===== src/rtl/retire_trace_fifo_if.sv =====
// rtl/retire_trace_fifo_if.sv - retirement record and trace drain handshake bundle
//
// Purpose: groups the core-side retirement signals (ret_*) and the
// consumer-side drain handshake (out_*) of the retirement trace buffer.
//
// Modports:
//   master - environment side: drives ret_* and out_ready, observes out_*.
//   slave  - trace buffer side: observes ret_* and out_ready, drives out_*.
//
// Signals:
//   ret_valid    core retires an instruction this cycle
//   ret_pc       PC of the retiring instruction
//   ret_instr    instruction word
//   ret_rd_we    register-file write enable
//   ret_rd       destination register
//   ret_rd_data  write-back data
//   out_valid    head entry available
//   out_ready    consumer accepts the head entry
//   out_pc, out_instr, out_rd_data, out_rd, out_rd_we  head entry fields
interface retire_trace_fifo_if;
  logic        ret_valid;
  logic [31:0] ret_pc;
  logic [31:0] ret_instr;
  logic        ret_rd_we;
  logic [4:0]  ret_rd;
  logic [31:0] ret_rd_data;

  logic        out_valid;
  logic        out_ready;
  logic [31:0] out_pc;
  logic [31:0] out_instr;
  logic [31:0] out_rd_data;
  logic [4:0]  out_rd;
  logic        out_rd_we;

  modport master (
    output ret_valid, ret_pc, ret_instr, ret_rd_we, ret_rd, ret_rd_data,
    output out_ready,
    input  out_valid, out_pc, out_instr, out_rd_data, out_rd, out_rd_we
  );

  modport slave (
    input  ret_valid, ret_pc, ret_instr, ret_rd_we, ret_rd, ret_rd_data,
    input  out_ready,
    output out_valid, out_pc, out_instr, out_rd_data, out_rd, out_rd_we
  );
endinterface


===== src/rtl/retire_trace_fifo.sv =====
// rtl/retire_trace_fifo.sv - retirement trace FIFO with halt/timeout run control
//
// Purpose: captures one record per retired instruction into a first-word
// fall-through FIFO and owns run control for directed program tests
// (self-loop halt detection, cycle budget, sticky done).
//
// Ports:
//   clk          clock, all state changes on the rising edge
//   reset        synchronous, active-low
//   trace        retire_trace_fifo_if.slave: ret_* capture, out_* drain
//   count        current FIFO occupancy (0 = empty, DEPTH = full)
//   overflow     sticky, at least one record was dropped
//   dropped      dropped-record count, saturating
//   cycle_count  cycles spent in RUN, saturating
//   halted       sticky, halt instruction detected
//   timeout      sticky, cycle budget expired
//   done         halted | timeout
module retire_trace_fifo #(
  parameter int          DEPTH           = 16,
  parameter int          MAX_CYCLES      = 50,
  parameter logic [31:0] HALT_INSTR      = 32'h0000006F,
  parameter int          HALT_MIN_CYCLES = 6
) (
  input  logic                    clk,
  input  logic                    reset,
  retire_trace_fifo_if.slave      trace,
  output logic [$clog2(DEPTH):0]  count,
  output logic                    overflow,
  output logic [15:0]             dropped,
  output logic [15:0]             cycle_count,
  output logic                    halted,
  output logic                    timeout,
  output logic                    done
);

  localparam int              AW         = $clog2(DEPTH);
  localparam logic [AW:0]     FULL_COUNT = (AW+1)'(DEPTH);
  localparam logic [15:0]     HALT_MIN   = 16'(HALT_MIN_CYCLES);
  localparam logic [15:0]     LAST_CYCLE = 16'(MAX_CYCLES - 1);
  localparam logic [15:0]     SAT16      = 16'hFFFF;

  typedef enum logic [1:0] {
    ST_RUN     = 2'd0,
    ST_HALTED  = 2'd1,
    ST_TIMEOUT = 2'd2
  } state_t;

  state_t state;
  state_t state_next;

  // FIFO storage, one array per record field; not cleared by reset.
  logic [31:0] mem_pc      [DEPTH];
  logic [31:0] mem_instr   [DEPTH];
  logic [31:0] mem_rd_data [DEPTH];
  logic [4:0]  mem_rd      [DEPTH];
  logic        mem_rd_we   [DEPTH];

  logic [AW-1:0] wr_ptr;
  logic [AW-1:0] rd_ptr;

  logic run;
  logic full;
  logic empty;
  logic pop;
  logic push;
  logic drop;
  logic halt_hit;
  logic budget_hit;

  // ---------------------------------------------------------------------
  // Control decode
  // ---------------------------------------------------------------------
  assign run   = (state == ST_RUN);
  assign full  = (count == FULL_COUNT);
  assign empty = (count == '0);
  assign pop   = !empty && trace.out_ready;

  // Early halts are ignored so a halt encoding reached before the program
  // has had time to start does not end the test.
  assign halt_hit = run && trace.ret_valid &&
                    (trace.ret_instr == HALT_INSTR) &&
                    (cycle_count >= HALT_MIN);

  // Halt wins over an expiring budget in the same cycle.
  assign budget_hit = run && (cycle_count == LAST_CYCLE) && !halt_hit;

  // A full FIFO still accepts a record when the head leaves in the same cycle.
  assign push = run && trace.ret_valid && (!full || pop);
  assign drop = run && trace.ret_valid && full && !pop;

  // ---------------------------------------------------------------------
  // Run-control FSM: state register
  // ---------------------------------------------------------------------
  always_ff @(posedge clk) begin
    if (!reset) begin
      state <= ST_RUN;
    end else begin
      state <= state_next;
    end
  end

  // Run-control FSM: next state. HALTED and TIMEOUT hold until reset.
  always_comb begin
    state_next = state;
    case (state)
      ST_RUN: begin
        if (halt_hit) begin
          state_next = ST_HALTED;
        end else if (budget_hit) begin
          state_next = ST_TIMEOUT;
        end
      end
      default: state_next = state;
    endcase
  end

  // Run-control FSM: outputs
  always_comb begin
    halted  = 1'b0;
    timeout = 1'b0;
    case (state)
      ST_HALTED:  halted  = 1'b1;
      ST_TIMEOUT: timeout = 1'b1;
      default: ;
    endcase
    done = halted | timeout;
  end

  // ---------------------------------------------------------------------
  // Cycle counter: counts in RUN, but the edge that expires the budget
  // leaves it at the budget's last value so the final count reads
  // MAX_CYCLES-1. A halting edge still counts its own cycle.
  // ---------------------------------------------------------------------
  always_ff @(posedge clk) begin
    if (!reset) begin
      cycle_count <= '0;
    end else if (run && !budget_hit && (cycle_count != SAT16)) begin
      cycle_count <= cycle_count + 16'd1;
    end
  end

  // ---------------------------------------------------------------------
  // FIFO storage write
  // ---------------------------------------------------------------------
  always_ff @(posedge clk) begin
    if (push) begin
      mem_pc[wr_ptr]      <= trace.ret_pc;
      mem_instr[wr_ptr]   <= trace.ret_instr;
      mem_rd_data[wr_ptr] <= trace.ret_rd_data;
      mem_rd[wr_ptr]      <= trace.ret_rd;
      // x0 writes are architecturally discarded, so record them as no-write.
      mem_rd_we[wr_ptr]   <= trace.ret_rd_we && (trace.ret_rd != 5'd0);
    end
  end

  // ---------------------------------------------------------------------
  // Pointers and occupancy; pointers wrap modulo DEPTH by width.
  // ---------------------------------------------------------------------
  always_ff @(posedge clk) begin
    if (!reset) begin
      wr_ptr <= '0;
      rd_ptr <= '0;
      count  <= '0;
    end else begin
      if (push) begin
        wr_ptr <= wr_ptr + 1'b1;
      end
      if (pop) begin
        rd_ptr <= rd_ptr + 1'b1;
      end
      case ({push, pop})
        2'b10:   count <= count + 1'b1;
        2'b01:   count <= count - 1'b1;
        default: count <= count;
      endcase
    end
  end

  // ---------------------------------------------------------------------
  // Drop accounting
  // ---------------------------------------------------------------------
  always_ff @(posedge clk) begin
    if (!reset) begin
      overflow <= 1'b0;
      dropped  <= '0;
    end else if (drop) begin
      overflow <= 1'b1;
      if (dropped != SAT16) begin
        dropped <= dropped + 16'd1;
      end
    end
  end

  // ---------------------------------------------------------------------
  // First-word fall-through head presentation
  // ---------------------------------------------------------------------
  assign trace.out_valid   = !empty;
  assign trace.out_pc      = mem_pc[rd_ptr];
  assign trace.out_instr   = mem_instr[rd_ptr];
  assign trace.out_rd_data = mem_rd_data[rd_ptr];
  assign trace.out_rd      = mem_rd[rd_ptr];
  assign trace.out_rd_we   = mem_rd_we[rd_ptr];

endmodule

===== src/flat_wrapper.sv =====
// flat-port wrapper written by rule: the top's interface ports become plain ports
module retire_trace_fifo_flat 
#(
  parameter int          DEPTH           = 16,
  parameter int          MAX_CYCLES      = 50,
  parameter logic [31:0] HALT_INSTR      = 32'h0000006F,
  parameter int          HALT_MIN_CYCLES = 6
)
  (clk, reset, count, overflow, dropped, cycle_count, halted, timeout, done, trace_ret_valid, trace_ret_pc, trace_ret_instr, trace_ret_rd_we, trace_ret_rd, trace_ret_rd_data, trace_out_ready, trace_out_valid, trace_out_pc, trace_out_instr, trace_out_rd_data, trace_out_rd, trace_out_rd_we);
  retire_trace_fifo_if trace_i ();
  input  logic clk;
  input  logic reset;
  output logic [$clog2(DEPTH):0] count;
  output logic overflow;
  output logic [15:0] dropped;
  output logic [15:0] cycle_count;
  output logic halted;
  output logic timeout;
  output logic done;
  input wire logic [$bits(trace_i.ret_valid)-1:0] trace_ret_valid;
  input wire logic [$bits(trace_i.ret_pc)-1:0] trace_ret_pc;
  input wire logic [$bits(trace_i.ret_instr)-1:0] trace_ret_instr;
  input wire logic [$bits(trace_i.ret_rd_we)-1:0] trace_ret_rd_we;
  input wire logic [$bits(trace_i.ret_rd)-1:0] trace_ret_rd;
  input wire logic [$bits(trace_i.ret_rd_data)-1:0] trace_ret_rd_data;
  input wire logic [$bits(trace_i.out_ready)-1:0] trace_out_ready;
  output wire logic [$bits(trace_i.out_valid)-1:0] trace_out_valid;
  output wire logic [$bits(trace_i.out_pc)-1:0] trace_out_pc;
  output wire logic [$bits(trace_i.out_instr)-1:0] trace_out_instr;
  output wire logic [$bits(trace_i.out_rd_data)-1:0] trace_out_rd_data;
  output wire logic [$bits(trace_i.out_rd)-1:0] trace_out_rd;
  output wire logic [$bits(trace_i.out_rd_we)-1:0] trace_out_rd_we;
  assign trace_i.ret_valid = trace_ret_valid;
  assign trace_i.ret_pc = trace_ret_pc;
  assign trace_i.ret_instr = trace_ret_instr;
  assign trace_i.ret_rd_we = trace_ret_rd_we;
  assign trace_i.ret_rd = trace_ret_rd;
  assign trace_i.ret_rd_data = trace_ret_rd_data;
  assign trace_i.out_ready = trace_out_ready;
  assign trace_out_valid = trace_i.out_valid;
  assign trace_out_pc = trace_i.out_pc;
  assign trace_out_instr = trace_i.out_instr;
  assign trace_out_rd_data = trace_i.out_rd_data;
  assign trace_out_rd = trace_i.out_rd;
  assign trace_out_rd_we = trace_i.out_rd_we;
  retire_trace_fifo #(.DEPTH(DEPTH), .MAX_CYCLES(MAX_CYCLES), .HALT_INSTR(HALT_INSTR), .HALT_MIN_CYCLES(HALT_MIN_CYCLES)) u_core (.clk(clk), .reset(reset), .trace(trace_i), .count(count), .overflow(overflow), .dropped(dropped), .cycle_count(cycle_count), .halted(halted), .timeout(timeout), .done(done));
endmodule

===== config.mk =====
export PLATFORM = sky130hd
export DESIGN_NAME = retire_trace_fifo_flat
export DESIGN_NICKNAME = d
export VERILOG_FILES = /design/src/rtl/retire_trace_fifo_if.sv /design/src/rtl/retire_trace_fifo.sv /design/src/flat_wrapper.sv
export SDC_FILE = /design/constraint.sdc
export NUM_CORES = 1
export LEC_CHECK = 0
export CAP_MARGIN = 30
export CORE_ASPECT_RATIO = 1.75
export CORE_MARGIN = 4
export CORE_UTILIZATION = 40
export CTS_CLUSTER_SIZE = 12
export DETAILED_ROUTE_END_ITERATION = 8
export PLACE_DENSITY_LB_ADDON = 0.3
export SLEW_MARGIN = 20
export SYNTH_ARGS = -nofsm -noshare
export SYNTH_HDL_FRONTEND = slang
export SYNTH_SLANG_ARGS = --single-unit

===== constraint.sdc =====
create_clock -name clk -period 10 [get_ports clk]
set_clock_uncertainty 0.05 [all_clocks]
set_input_delay 1.5 -clock clk [delete_from_list [all_inputs] [get_ports clk]]
set_output_delay 1.5 -clock clk [all_outputs]
set_load 0.05 [all_outputs]

* After elaboration in Yosys (flattened, before gate mapping) *
Memories as Yosys holds them, arrays and structs flattened. A register that Yosys moved wholly into a read port is not among the register bits.
Cells that the tools add are included.

operators by class
  add/subtract/negate cells = 6
  $mul = 0
  divide/modulo/power cells = 0
  magnitude comparators = 1
  eq/ne operators = 9
  shift-type cells = 0
  muxes and demuxes = 17
  bitwise gates (word level) = 1
  reductions and logical operators = 25

operators by type and width
  operator               number
  $mux 4                 10
  $add 16x1->16 const B  2
  $eq 32x7->1 const B    1
  $ne 16x16->1 const B   2
  $eq 16x6->1 const B    1
  $ge 16x3->1 const B    1
  $logic_and 1x1->1      12
  $pmux 5 s2             1
  $add 4x1->4 const B    2
  $add 5x1->5 const B    1
  $eq 5x5->1 const B     1
  $logic_not 1->1        5
  $logic_not 5->1        1
  $reduce_bool 5->1      1
  $sub 5x1->5 const B    1
  $eq 2x1->1 const B     2
  $eq 2x2->1 const B     2
  $mux 1                 4
  $mux 2                 2
  $reduce_and 2->1       2
  $reduce_bool 2->1      2
  $logic_not 2->1        1
  $logic_or 1x1->1       1
  $or 1x1->1             1

word-level totals
  register bits after elaboration = 48
  latch bits = 0
  memory bits (writable) = 1632
  ROM bits = 0
  input bits = 106
  output and inout bits = 144
  word-level logic and storage cells = 71
  memories kept = 5

memory list
  memory              words  bits a word  rd ports  clocked after memory_dff  wr ports  RTL line                 text
  u_core.mem_instr    16     32           1         1                         1         retire_trace_fifo.sv:53  logic [31:0] mem_instr [DEPTH];
  u_core.mem_pc       16     32           1         1                         1         retire_trace_fifo.sv:52  logic [31:0] mem_pc [DEPTH];
  u_core.mem_rd_data  16     32           1         1                         1         retire_trace_fifo.sv:54  logic [31:0] mem_rd_data [DEPTH];
  u_core.mem_rd       16     5            1         1                         1         retire_trace_fifo.sv:55  logic [4:0] mem_rd [DEPTH];
  u_core.mem_rd_we    16     1            1         1                         1         retire_trace_fifo.sv:56  logic mem_rd_we [DEPTH];

* Logic depth before layout (Yosys ltp) *
  depth after elaboration = 9
  gate-level depth with buffers = 11
  depth with buffers taken out = 11

* Worst setup path before layout *
No wires, ideal clock.

  path type = input-to-reg
  from = in trace_ret_valid
  to = mem u_core.mem_instr[3][0], enable pin
  setup time = 0.687 ns
  arrival = 9.127 ns
  data required time = 9.263 ns
  path slack = 0.136 ns
  cell stages on the path = 4
  buffers on the path = 0
  cell sequence = nand2_2 > a21oi_1 > nand2_1 > nor3_1

between the ends
  longest elaborated chain between the ends = 4

RTL lines
  what                             RTL line                  text
  start: declaration               flat_wrapper.sv:20        input wire logic [$bits(trace_i.ret_valid)-1:0] trace_ret_valid;
  $logic_and 1x1->1 (2 in series)  retire_trace_fifo.sv:88   assign push = run && trace.ret_valid && (!full || pop);
  $mux 1                           retire_trace_fifo.sv:146  if (push) begin
  $mux 1 (not written as such)     retire_trace_fifo.sv:148  mem_instr[wr_ptr] <= trace.ret_instr;
  end: declaration                 retire_trace_fifo.sv:53

No other way between the ends.

==> results by group <==
STA
  – Worst Max-Slew Pin Slew: 1040 ps
  – Slew Limit Fails: 0
  – Final Cycle Share: 59.7%
  – Endpoints failing setup: 0
  – Fmax achieved: 167 MHz
  – Slew HR: 30.5%
  – Final Hold Vio Count: 0
  – Tmin final: 5970 ps
  – Sum Neg Setup Slack: 0 ps
  – RSZ-0062 raised after global routing: no
  – Hold slack: 431 ps
  – Final WS setup: 4030 ps

Cells and area
  – Share of cells above drive strength 1: 25.6%
  – Synth-to-Final Area Change: 15.6%
  – Reg area: 50100 um2
  – Final net count: a little over 3000
  – FILL cells: 12664
  – Multi-input logic area: about 13000 um2

Die
  – Core Rows: 193
  – Initial core utilization: between 40 and 50%
  – Die ar.: 166000 um2
  – IO Pins: 250
  – Vert. Die Dim: 536 um
  – Die X: slightly above 300 um
  – Core region area: 158000 um2

CTS
  – CTS tree: built
  – Clock latency on the worst-skew pair: 790 ps
  – Postcts setup bufs: 0
  – TritonCTS Buffers: 164
  – Clock transition at path regs: 60 ps
  – CTS Buffer Depth: 3
  – Clock root buffer: clkbuf_16
  – Post-CTS sizing: 0
  – Maximum level of the CTS H-tree: 4
  – CTS Sinks: roughly 1700
  – # hold bufs at CTS: 0

Yosys
  – Post-synth cell types: 48
  – Async SR Flop Fraction: 0%
  – Avg Inst Size Synth: 24.6 um2
  – Synth Net Count: 2715
  – Ys flop type: edfxtp_1
  – Share of the synthesized area in the top cell type: 76.9%
  – Synthesized flop and latch total: 1684
  – Synth area leader: edfxtp_1
  – Part of the Yosys area used for sequential elements: between 70% and 80%
  – Commonest cells in the synthesized netlist: edfxtp_1, mux4_2, clkbuf_1, nor2_1, dfxtp_1
  – Post-synth EDFFs: roughly 1600
  – YS warnings: 0
  – Cell Area, Synth: around 64000 um2
  – Count leader, synth: edfxtp_1
  – Synth area leaders: edfxtp_1, mux4_2, dfxtp_1
  – Syn Inst Count: about 2600

Critical path
  – CP startpoint kind: flip-flop
  – Worst EP required: 8450 ps
  – CP Buf/Inv Count: 3
  – Critical Path End Type: output pin
  – Critical path's slowest cell: clkdlybuf4s50_1
  – Slowest Stage Delay on Critical Path: 740 ps
  – Worst reg-to-reg setup slack: roughly 6200 ps
  – R2R depth: 8
  – Critical path arrival: approximately 4400 ps
  – Crit Path Max Fanout: between 100 and 150
  – Cell mode on critical path: mux4_2
  – Largest delay share family, worst path: buffers and inverters
  – Critical path class: reg -> out
  – Crit-path cells: buf_16 > buf_12 > mux4_2 > mux4_2 > clkdlybuf4s50_1
  – Cell count along the critical path: 5

GRT
  – Initial antenna violation count: 22
  – Busiest grt layer: met2
  – Overflow after GRT: 0
  – Met1 GRT Util: 23.4%
  – Vias in the first global route: 31426
  – First-pass GRT wire length: 214000 um
  – All-Layer GR Usage: 17.9%
  – Met2 usage: a little under a third
  – Met3 Use GR: 4.29%
  – Largest net degree at the start of global routing: 149

Power
  – Maximum VDD drop: 273 uV
  – P_leak: 21.9 nW
  – Tot Pwr: 16.6 mW
  – Pwr dens: 226 nW/um2

Outcome
  – Status: complete, no violations

Route
  – Detailed Route WL: between 100000 and 150000 um
  – 1st-pass router iterations: 5
  – # DRC: 0
  – Iter 0 DRT Violations: 2937
  – Vias per cell: 5.72
  – Via count: 28903
  – Per-cell routed wire length: 29.1 um
  – Routed Antenna Nets: 0

Min path
  – HP Class: reg -> reg
  – WHS Path Cells: 2

Place
  – RePlAce Congestion: 0.783
  – Dpl ws: 4780 ps
  – IO buf count: between 200 and 250
  – HPWL Detailed: 69300 um

Run
  – Max-cap violations: 0
where the power goes:
group	switching [mW]	total, mW	internal [mW]
Clock	2.49	5.55	3.05
Sequential	0.0800	7.99	7.91
Combinational	1.72	3.10	1.38
Total	4.30	16.6	12.3
worst paths after layout:
check	endpoint	start
worst max-delay path	trace_out_pc[16]	flip-flop
worst min-delay path	u_core.overflow	u_core.overflow
worst max register to register	u_core.mem_pc[5][31]	u_core.state[0]
worst min register to register	u_core.overflow	u_core.overflow
layer usage:
| layer | part of all wire, % | routed length (um) |
|---|---|---|
| met3 | 6.9 | 10100 |
| met1 | 40 | 58800 |
| met5 | 0.067 | 98 |
| met2 | 51 | 75100 |
| met4 | 1.9 | 2790 |
state kept, by name (all words and copies together), names as in the netlist, named ones only:
name and flops:
u_core.mem_instr 512, u_core.mem_pc 512, u_core.mem_rd_data 512, u_core.mem_rd 80, u_core.cycle_count 16, u_core.dropped 16
u_core.mem_rd_we 16, u_core.count 5, u_core.rd_ptr 4, u_core.wr_ptr 4, u_core.state 2, u_core.overflow 1
tightest hold or removal path, delay by kind of cell, from the launching register on:
kind,cells,cell delay [ps]
DFF,1,330
and+or+nand+nor,2,120
stage by stage:
stage	util, %	cells	instance area (um2)
2_1_floorplan	-	2593	63700
3_3_place_gp	43.6	4803	68900
3_5_place_dp	43.6	4805	69000
4_1_cts	46.5	5044	73600
5_1_grt	46.6	5047	73700
6_report	46.6	5054	73700
logic make-up after synthesis:
family                   Yosys count  share of synthesized area (%)
AO/OA/AOI/OAI                     50                          0.534
XOR/XNOR                          25                          0.344
adder cells (fa/ha/maj)           16                          0.326
buffers and inverters            135                          0.829
flip-flops                      1684                           78.5
multiplexers                     516                           18.1
AND/OR/NAND/NOR                  167                           1.32
layout make-up:
type	instances	area share, %
inverter	14	0.0713
antenna	8	0.0272
sequential	1684	67.9
timing repair buffer	288	4.19
clock buffer	211	5.86
multi-input combinational	774	18.0
tap	2047	3.48
clock inverter	28	0.440
cell usage in the layout, fill, tap and decap left out, types with 8 or more instances in the layout:
| cell type | Yosys | routed |
|---|---|---|
| nor2_4 | 0 | 12 |
| dfxtp_1 | 52 | 48 |
| a21oi_1 | 14 | 14 |
| clkbuf_16 | 0 | 165 |
| nor3_1 | 12 | 8 |
| diode_2 | 0 | 8 |
| nor2_1 | 53 | 41 |
| xor2_1 | 14 | 14 |
| mux4_2 | 510 | 510 |
| nand3_1 | 15 | 15 |
| buf_4 | 0 | 15 |
| nand2b_1 | 9 | 9 |
| nand4_1 | 9 | 9 |
| buf_12 | 0 | 22 |
| inv_1 | 14 | 14 |
| nor4_1 | 10 | 10 |
| ha_1 | 15 | 15 |
| xnor2_1 | 11 | 11 |
| edfxtp_1 | 1632 | 1632 |
| clkdlybuf4s50_1 | 0 | 249 |
| nand2_1 | 37 | 37 |
| clkbuf_1 | 88 | 44 |
Note: power is estimated with default switching activity, not from simulation.
